<file path="config.mk">
export PLATFORM = sky130hd
export DESIGN_NAME = soc_pd_seq_ctrl_flat
export DESIGN_NICKNAME = d
export VERILOG_FILES = /design/src/rtl/soc_pd_seq_ctrl_if.sv /design/src/rtl/soc_pd_seq_ctrl.sv /design/src/flat_wrapper.sv
export SDC_FILE = /design/constraint.sdc
export NUM_CORES = 1
export LEC_CHECK = 0
export CORE_AREA = 2 2 314 192
export DETAILED_ROUTE_END_ITERATION = 12
export DIE_AREA = 0 0 316 194
export SYNTH_ARGS = -nofsm -noshare
export SYNTH_HDL_FRONTEND = slang
export SYNTH_SLANG_ARGS = --single-unit
</file>
<file path="constraint.sdc">
create_clock -name clk -period 2.9 [get_ports clk]
set_clock_uncertainty 0.15 [all_clocks]
set_input_delay 0.58 -clock clk [delete_from_list [all_inputs] [get_ports clk]]
set_output_delay 0.58 -clock clk [all_outputs]
set_load 0.005 [all_outputs]
</file>
<file path="src/rtl/soc_pd_seq_ctrl_if.sv">
`default_nettype none
// ==== soc_pd_seq_ctrl_if : PMU <-> per-domain power sequencer request/status bundle
// ==== Rev 1.0
interface soc_pd_seq_ctrl_if #(
  parameter int NUM_PD = 12
);
  logic [NUM_PD-1:0]   on_req;
  logic [NUM_PD-1:0]   off_req;
  logic [NUM_PD-1:0]   ret_req;
  logic [NUM_PD-1:0]   err_clr;
  logic [NUM_PD-1:0]   pg_in;
  logic [NUM_PD-1:0]   sw_en;
  logic [NUM_PD-1:0]   iso_en;
  logic [NUM_PD-1:0]   ret_en;
  logic [NUM_PD-1:0]   pd_rst_n;
  logic [NUM_PD-1:0]   on_ack;
  logic [NUM_PD-1:0]   off_ack;
  logic [NUM_PD-1:0]   ret_ack;
  logic [4*NUM_PD-1:0] pd_state;
  logic [2*NUM_PD-1:0] err_code;
  logic                busy;
  logic                all_on;
  logic                err_irq;

  modport master (
    output on_req, off_req, ret_req, err_clr, pg_in,
    input  sw_en, iso_en, ret_en, pd_rst_n, on_ack, off_ack, ret_ack,
    input  pd_state, err_code, busy, all_on, err_irq
  );

  modport slave (
    input  on_req, off_req, ret_req, err_clr, pg_in,
    output sw_en, iso_en, ret_en, pd_rst_n, on_ack, off_ack, ret_ack,
    output pd_state, err_code, busy, all_on, err_irq
  );
endinterface
`default_nettype wire

</file>
<file path="src/rtl/soc_pd_seq_ctrl.sv">
`default_nettype none
// ==== soc_pd_seq_ctrl : per-domain power sequencer (switch/iso/retention/reset ordering, pg timeout, faults)
// ==== Rev 1.0
module soc_pd_seq_ctrl #(
  parameter int                NUM_PD     = 12,
  parameter logic [NUM_PD-1:0] AON_MASK   = 12'h001,
  parameter int                TMR_W      = 8,
  parameter int                ON_DLY     = 8,
  parameter int                OFF_DLY    = 8,
  parameter int                PG_TIMEOUT = 200
) (
  input  logic             clk,
  input  logic             rst_n,
  soc_pd_seq_ctrl_if.slave bus
);

  typedef enum logic [3:0] {
    S_OFF      = 4'd0,
    S_PWR_UP   = 4'd1,
    S_RST_WAIT = 4'd2,
    S_ON       = 4'd3,
    S_ISO_DN   = 4'd4,
    S_PWR_DN   = 4'd5,
    S_RET      = 4'd6,
    S_ERR      = 4'd15
  } state_t;

  localparam logic [TMR_W-1:0] ON_LAST  = TMR_W'(ON_DLY - 1);
  localparam logic [TMR_W-1:0] OFF_LAST = TMR_W'(OFF_DLY - 1);
  localparam logic [TMR_W-1:0] PG_LAST  = TMR_W'(PG_TIMEOUT - 1);
  localparam logic [TMR_W-1:0] TMR_MAX  = {TMR_W{1'b1}};
  localparam logic [7:0]       OUT_RST  = 8'b0010_0010;

  // Output bundle: {busy, ret_ack, off_ack, on_ack, rst_n, ret, iso, sw}
  function automatic logic [7:0] decode(state_t s, logic rflag, logic tgt);
    case (s)
      S_OFF:      decode = 8'b0010_0010;
      S_PWR_UP:   decode = {4'b1000, rflag, rflag, 2'b11};
      S_RST_WAIT: decode = 8'b1000_0011;
      S_ON:       decode = 8'b0001_1001;
      S_ISO_DN:   decode = {4'b1000, 1'b1, tgt, 2'b11};
      S_PWR_DN:   decode = 8'b1000_0010;
      S_RET:      decode = 8'b0100_1110;
      default:    decode = 8'b0000_0010;
    endcase
  endfunction

  logic [NUM_PD-1:0] busy_v;

  for (genvar i = 0; i < NUM_PD; i++) begin : g_pd
    if (AON_MASK[i]) begin : g_aon
      assign bus.sw_en[i]           = 1'b1;
      assign bus.iso_en[i]          = 1'b0;
      assign bus.ret_en[i]          = 1'b0;
      assign bus.pd_rst_n[i]        = 1'b1;
      assign bus.on_ack[i]          = 1'b1;
      assign bus.off_ack[i]         = 1'b0;
      assign bus.ret_ack[i]         = 1'b0;
      assign bus.pd_state[4*i +: 4] = S_ON;
      assign bus.err_code[2*i +: 2] = 2'b00;
      assign busy_v[i]              = 1'b0;
    end else begin : g_seq
      logic [1:0]       pg_sync;
      logic             pg_s;
      state_t           state, nxt;
      logic [TMR_W-1:0] timer;
      logic             rflag, nrflag, tgt, ntgt;
      logic [1:0]       err, nerr;
      logic [7:0]       outs;

      assign pg_s = pg_sync[1];

      always_comb begin
        nxt    = state;
        nrflag = rflag;
        ntgt   = tgt;
        nerr   = err;
        if (bus.err_clr[i]) nerr = 2'b00;
        case (state)
          S_OFF: begin
            if ((bus.on_req[i] & bus.off_req[i]) | bus.ret_req[i]) begin
              nerr = 2'b11;
            end else if (bus.on_req[i]) begin
              nxt    = S_PWR_UP;
              nrflag = 1'b0;
            end
          end
          S_PWR_UP: begin
            // A retention wake-up skips RST_WAIT: the domain's state was never reset.
            if (pg_s) begin
              nxt    = rflag ? S_ON : S_RST_WAIT;
              nrflag = 1'b0;
            end else if (timer == PG_LAST) begin
              nxt  = S_ERR;
              nerr = 2'b01;
            end
          end
          S_RST_WAIT: if (timer == ON_LAST) nxt = S_ON;
          S_ON: begin
            if (!pg_s) begin
              nxt  = S_ERR;
              nerr = 2'b10;
            end else if (bus.off_req[i]) begin
              nxt  = S_ISO_DN;
              ntgt = 1'b0;
            end else if (bus.ret_req[i]) begin
              nxt  = S_ISO_DN;
              ntgt = 1'b1;
            end
          end
          S_ISO_DN: nxt = tgt ? S_RET : S_PWR_DN;
          S_PWR_DN: if (timer == OFF_LAST) nxt = S_OFF;
          S_RET: begin
            if (bus.off_req[i]) begin
              nxt = S_PWR_DN;
            end else if (!bus.ret_req[i]) begin
              nxt    = S_PWR_UP;
              nrflag = 1'b1;
            end
          end
          S_ERR: if (bus.err_clr[i]) nxt = S_OFF;
          default: begin
            nxt  = S_ERR;
            nerr = 2'b11;
          end
        endcase
      end

      always_ff @(posedge clk or negedge rst_n) begin
        if (!rst_n) begin
          pg_sync <= 2'b00;
          state   <= S_OFF;
          timer   <= '0;
          rflag   <= 1'b0;
          tgt     <= 1'b0;
          err     <= 2'b00;
          outs    <= OUT_RST;
        end else begin
          pg_sync <= {pg_sync[0], bus.pg_in[i]};
          state   <= nxt;
          rflag   <= nrflag;
          tgt     <= ntgt;
          err     <= nerr;
          outs    <= decode(nxt, nrflag, ntgt);
          if (nxt != state)        timer <= '0;
          else if (timer != TMR_MAX) timer <= timer + 1'b1;
        end
      end

      assign bus.sw_en[i]           = outs[0];
      assign bus.iso_en[i]          = outs[1];
      assign bus.ret_en[i]          = outs[2];
      assign bus.pd_rst_n[i]        = outs[3];
      assign bus.on_ack[i]          = outs[4];
      assign bus.off_ack[i]         = outs[5];
      assign bus.ret_ack[i]         = outs[6];
      assign busy_v[i]              = outs[7];
      assign bus.pd_state[4*i +: 4] = state;
      assign bus.err_code[2*i +: 2] = err;
    end
  end

  assign bus.busy    = |busy_v;
  assign bus.all_on  = &bus.on_ack;
  assign bus.err_irq = |bus.err_code;

endmodule
`default_nettype wire

</file>
<file path="src/flat_wrapper.sv">
// flat-port wrapper written by rule: the top's interface ports become plain ports
module soc_pd_seq_ctrl_flat 
#(
  parameter int                NUM_PD     = 12,
  parameter logic [NUM_PD-1:0] AON_MASK   = 12'h001,
  parameter int                TMR_W      = 8,
  parameter int                ON_DLY     = 8,
  parameter int                OFF_DLY    = 8,
  parameter int                PG_TIMEOUT = 200
)
  (clk, rst_n, bus_on_req, bus_off_req, bus_ret_req, bus_err_clr, bus_pg_in, bus_sw_en, bus_iso_en, bus_ret_en, bus_pd_rst_n, bus_on_ack, bus_off_ack, bus_ret_ack, bus_pd_state, bus_err_code, bus_busy, bus_all_on, bus_err_irq);
  soc_pd_seq_ctrl_if #(.NUM_PD(NUM_PD)) bus_i ();
  input  logic clk;
  input  logic rst_n;
  input wire logic [$bits(bus_i.on_req)-1:0] bus_on_req;
  input wire logic [$bits(bus_i.off_req)-1:0] bus_off_req;
  input wire logic [$bits(bus_i.ret_req)-1:0] bus_ret_req;
  input wire logic [$bits(bus_i.err_clr)-1:0] bus_err_clr;
  input wire logic [$bits(bus_i.pg_in)-1:0] bus_pg_in;
  output wire logic [$bits(bus_i.sw_en)-1:0] bus_sw_en;
  output wire logic [$bits(bus_i.iso_en)-1:0] bus_iso_en;
  output wire logic [$bits(bus_i.ret_en)-1:0] bus_ret_en;
  output wire logic [$bits(bus_i.pd_rst_n)-1:0] bus_pd_rst_n;
  output wire logic [$bits(bus_i.on_ack)-1:0] bus_on_ack;
  output wire logic [$bits(bus_i.off_ack)-1:0] bus_off_ack;
  output wire logic [$bits(bus_i.ret_ack)-1:0] bus_ret_ack;
  output wire logic [$bits(bus_i.pd_state)-1:0] bus_pd_state;
  output wire logic [$bits(bus_i.err_code)-1:0] bus_err_code;
  output wire logic [$bits(bus_i.busy)-1:0] bus_busy;
  output wire logic [$bits(bus_i.all_on)-1:0] bus_all_on;
  output wire logic [$bits(bus_i.err_irq)-1:0] bus_err_irq;
  assign bus_i.on_req = bus_on_req;
  assign bus_i.off_req = bus_off_req;
  assign bus_i.ret_req = bus_ret_req;
  assign bus_i.err_clr = bus_err_clr;
  assign bus_i.pg_in = bus_pg_in;
  assign bus_sw_en = bus_i.sw_en;
  assign bus_iso_en = bus_i.iso_en;
  assign bus_ret_en = bus_i.ret_en;
  assign bus_pd_rst_n = bus_i.pd_rst_n;
  assign bus_on_ack = bus_i.on_ack;
  assign bus_off_ack = bus_i.off_ack;
  assign bus_ret_ack = bus_i.ret_ack;
  assign bus_pd_state = bus_i.pd_state;
  assign bus_err_code = bus_i.err_code;
  assign bus_busy = bus_i.busy;
  assign bus_all_on = bus_i.all_on;
  assign bus_err_irq = bus_i.err_irq;
  soc_pd_seq_ctrl #(.NUM_PD(NUM_PD), .AON_MASK(AON_MASK), .TMR_W(TMR_W), .ON_DLY(ON_DLY), .OFF_DLY(OFF_DLY), .PG_TIMEOUT(PG_TIMEOUT)) u_core (.clk(clk), .rst_n(rst_n), .bus(bus_i));
endmodule
</file>
==> results.cfg <==
[outcome]
status = finished with violations
violations = setup timing

[detailed_routing]
vias = 14400
drt-initial-drc-count = 1046
final_antenna_net_count = 0
firstDrtPassIters = 5
drt_wl_total_um = 49300
drc_errors = 0
post_drt_wl_per_cell_um = 17.0
via_per_inst = 4.98

[sta]
setup_viol = 11
tns_ns = -0.811
worstMarginPinSlew_ns = 0.606
clock.fmax_mhz = 332
period_needed_ns = 3.02
timing.final.ws_setup_ns = -0.115
period_share_pct = 104
maxSlewHeadroom_pct = 59.0
final_hold_viol_count = 0
slew_violations = 0
rsz0062_at_grt = yes

[finish]
drive_gt1_share_pct = 19.3
final_common_cell = dfrtp_1
nFillCells = 5772
areaGrowthSynthToFinish_pct = 33.9
final_area_um2 = 21600
fin_nets = 2168
fin_cells = 2902
final_cell_mix = dfrtp_1 (259), buf_4 (227), clkdlybuf4s50_1 (200)
num_antenna_cells = 0

[logic_synthesis]
synth_warnings = 0
ys_dominant_reg_cell = dfrtp_1
synth_enable_flop_cells = 0
synth_cell_types = 91
synth_async_sr_flop_share_pct = 100
yosys_register_bits = 286
synthCells = 1772
avgSynthCellArea_um2 = 9.12
syn-cell-area_um2 = 16200
synth-seq-area-share_pct = 44.5

[clock_tree]
cts.sinks = 286
numCtsBuffers = 34
cts_tree = yes
htreeDepth = 2
path_clk_slew_ns = 0.06
cts-root-buf = clkbuf_16
clock_path_buffers = 3
clock_latency_ns = 0.53

[worst_hold_path]
hold_class = flip-flop to flip-flop
min_path_cells = 0
worstHoldStart = u_core.g_pd[5].g_seq.pg_sync[0]$_DFF_PN0_

[pwr]
seq_power_share_pct = 28.8
p_switching_mw = 8.86
powerDensity_nw_per_um2 = 1030
internal-power_mw = 13.5
vdd_ir_drop_max_v = 0.000449
p_sw_share_pct = 39.6
p_comb_share_pct = 50.8
power_frac_clock_pct = 20.4
power_mw = 22.4
p_leak_nw = 9.10

[global_routing]
antenna_found_initial = 2
gr-usage-all-layers_pct = 15.7
grt_pass1_wl_um = 77600
grt_pass1_vias = 13800
grt_max_degree = 65
grt_overflow_total = 0

[setup_path]
cp_max_fo = 8
critical_path.cell_chain = or4_4, or4b_4, a211oi_4, nand3_2, xnor2_1, or4_4, nor3_2
r2r-start = u_core.g_pd[10].g_seq.timer[5]$_DFFE_PN0P_
crit_type = flip-flop to flip-flop
cp_common_cell = or4_4
worstPathRequired_ns = 3.17
worstPathArrival_ns = 3.29
cp_slowest_cell = or4_4
timing.reg2reg.worst_path_depth = 7
cp_top_family = simple AND/OR/NAND/NOR gates
path_buf_inv = 0
end_kind = flip-flop
cp_num_cells = 7
slowest_delay_ns = 0.59
crit_path_start = u_core.g_pd[10].g_seq.timer[5]$_DFFE_PN0P_
critPathLaunchType = flip-flop

[place]
placed_cells = 2824
dpl_cell_area_um2 = 20000
dp_hpwl_um = 37000
io_buffers = 202
post-place-ws_ns = -0.544
routabilityCongestion = 0.916

[job]
drv_cap = 0

[floorplanning]
dieArea_um2 = 61300
dieHeight_um = 194
row_count = 69
dieWidth_um = 316
coreArea_um2 = 58400
ios = 221
initial_utilization_pct = 27.6
==> synth_stat cells (21+ instances only) <==
cell	count	area share, %
a21oi_1	111	3.4
a31oi_1	23	0.89
and3_1	25	0.97
buf_4	90	4.2
clkbuf_1	65	1.5
dfrtp_1	264	41
dfstp_2	22	3.6
inv_1	59	1.4
mux2i_1	27	1.7
nand2_1	115	2.7
nand2b_1	42	1.6
nand3_1	73	2.3
nand4_1	31	1.2
nor2_1	172	4.0
nor2b_1	45	1.7
nor3_1	65	2.0
nor4_1	34	1.3
o21ai_0	62	1.9
or3_1	21	0.81
xnor2_1	55	3.0
xor2_1	36	2.0
==> path summary, 6_finish.rpt <==
path / end / slack (ns)
min reg2reg: u_core.g_pd[5].g_seq.pg_sync[1]$_DFF_PN0_ / 0.19
max: u_core.g_pd[10].g_seq.timer[6]$_DFFE_PN0P_ / -0.12
min in group asynchronous: u_core.g_pd[1].g_seq.timer[1]$_DFFE_PN0P_ / 0.45
max in group asynchronous: u_core.g_pd[10].g_seq.outs[1]$_DFF_PN1_ / 1.34
max reg2reg: u_core.g_pd[10].g_seq.timer[6]$_DFFE_PN0P_ / -0.12
min: u_core.g_pd[5].g_seq.pg_sync[1]$_DFF_PN0_ / 0.19
==> power by group through the flow <==
stage / logic (mW) / registers [mW] / clock network (mW)
2_1_floorplan: 6.37 / 5.77 / 0
5_1_grt: 12.5 / 6.59 / 4.91
6_report: 11.4 / 6.44 / 4.56
4_1_cts: 10.9 / 6.41 / 4.73
3_5_place_dp: 10.7 / 6.45 / 0
3_3_place_gp: 10.5 / 6.45 / 0
==> registers in the layout (all words and copies together), names as in the netlist <==
signal / flops
u_core.g_pd.g_seq.outs: 88
u_core.g_pd.g_seq.timer: 88
u_core.g_pd.g_seq.state: 44
u_core.g_pd.g_seq.err: 22
u_core.g_pd.g_seq.pg_sync: 22
u_core.g_pd.g_seq.rflag: 11
u_core.g_pd.g_seq.tgt: 11
==> logic make-up (layout without fill, tap and decap cells) <==
logic type	count (synthesis)	after routing	synth area share, %
AND/OR/NAND/NOR	770	770	26.0
adder cells (fa/ha/maj)	11	11	0.852
AO/OA/AOI/OAI	360	360	14.6
flip-flops	286	286	44.5
buffers and inverters	222	560	7.26
other	2	13	0.0465
XOR/XNOR	91	91	4.93
multiplexers	30	30	1.88
==> cell type report <==
class / instances / area (µm²) / area share (%)
inverters: 61 / 229 / 1.06
well taps: 781 / 977 / 4.52
clock buffers: 51 / 1050 / 4.85
clock inverters: 11 / 144 / 0.665
flip-flops and latches: 286 / 7190 / 33.2
multi-input cells: 1275 / 8190 / 37.9
repair buffers: 437 / 3860 / 17.8
==> metrics by stage <==
stage	utilization, %	hold slack, ns
final	37.0	0.190
after global routing	37.0	0.199
after CTS	36.5	0.200
after detailed placement	34.2	0.186
after global placement	34.2	0.185
after floorplan	-	0.134
==> timing repair <==
action                                  CTS  global route
endpoints found under the hold margin    46             0
resized for setup                        27            51
setup buffers                             6            10
pin swaps                                17            20
hold buffers                              1             0
endpoints found under the setup margin   32            68
==> per-layer routing <==
metal  global-route usage (%)  up-vias  wire length (µm)
li1                         -     6943                 -
met1                     24.6     7029             25200
met2                     21.8      409             20200
met3                     3.39       62              3020
met4                     2.88        2               820
met5                        0        -                13
Note: power is estimated with default switching activity, not from simulation.
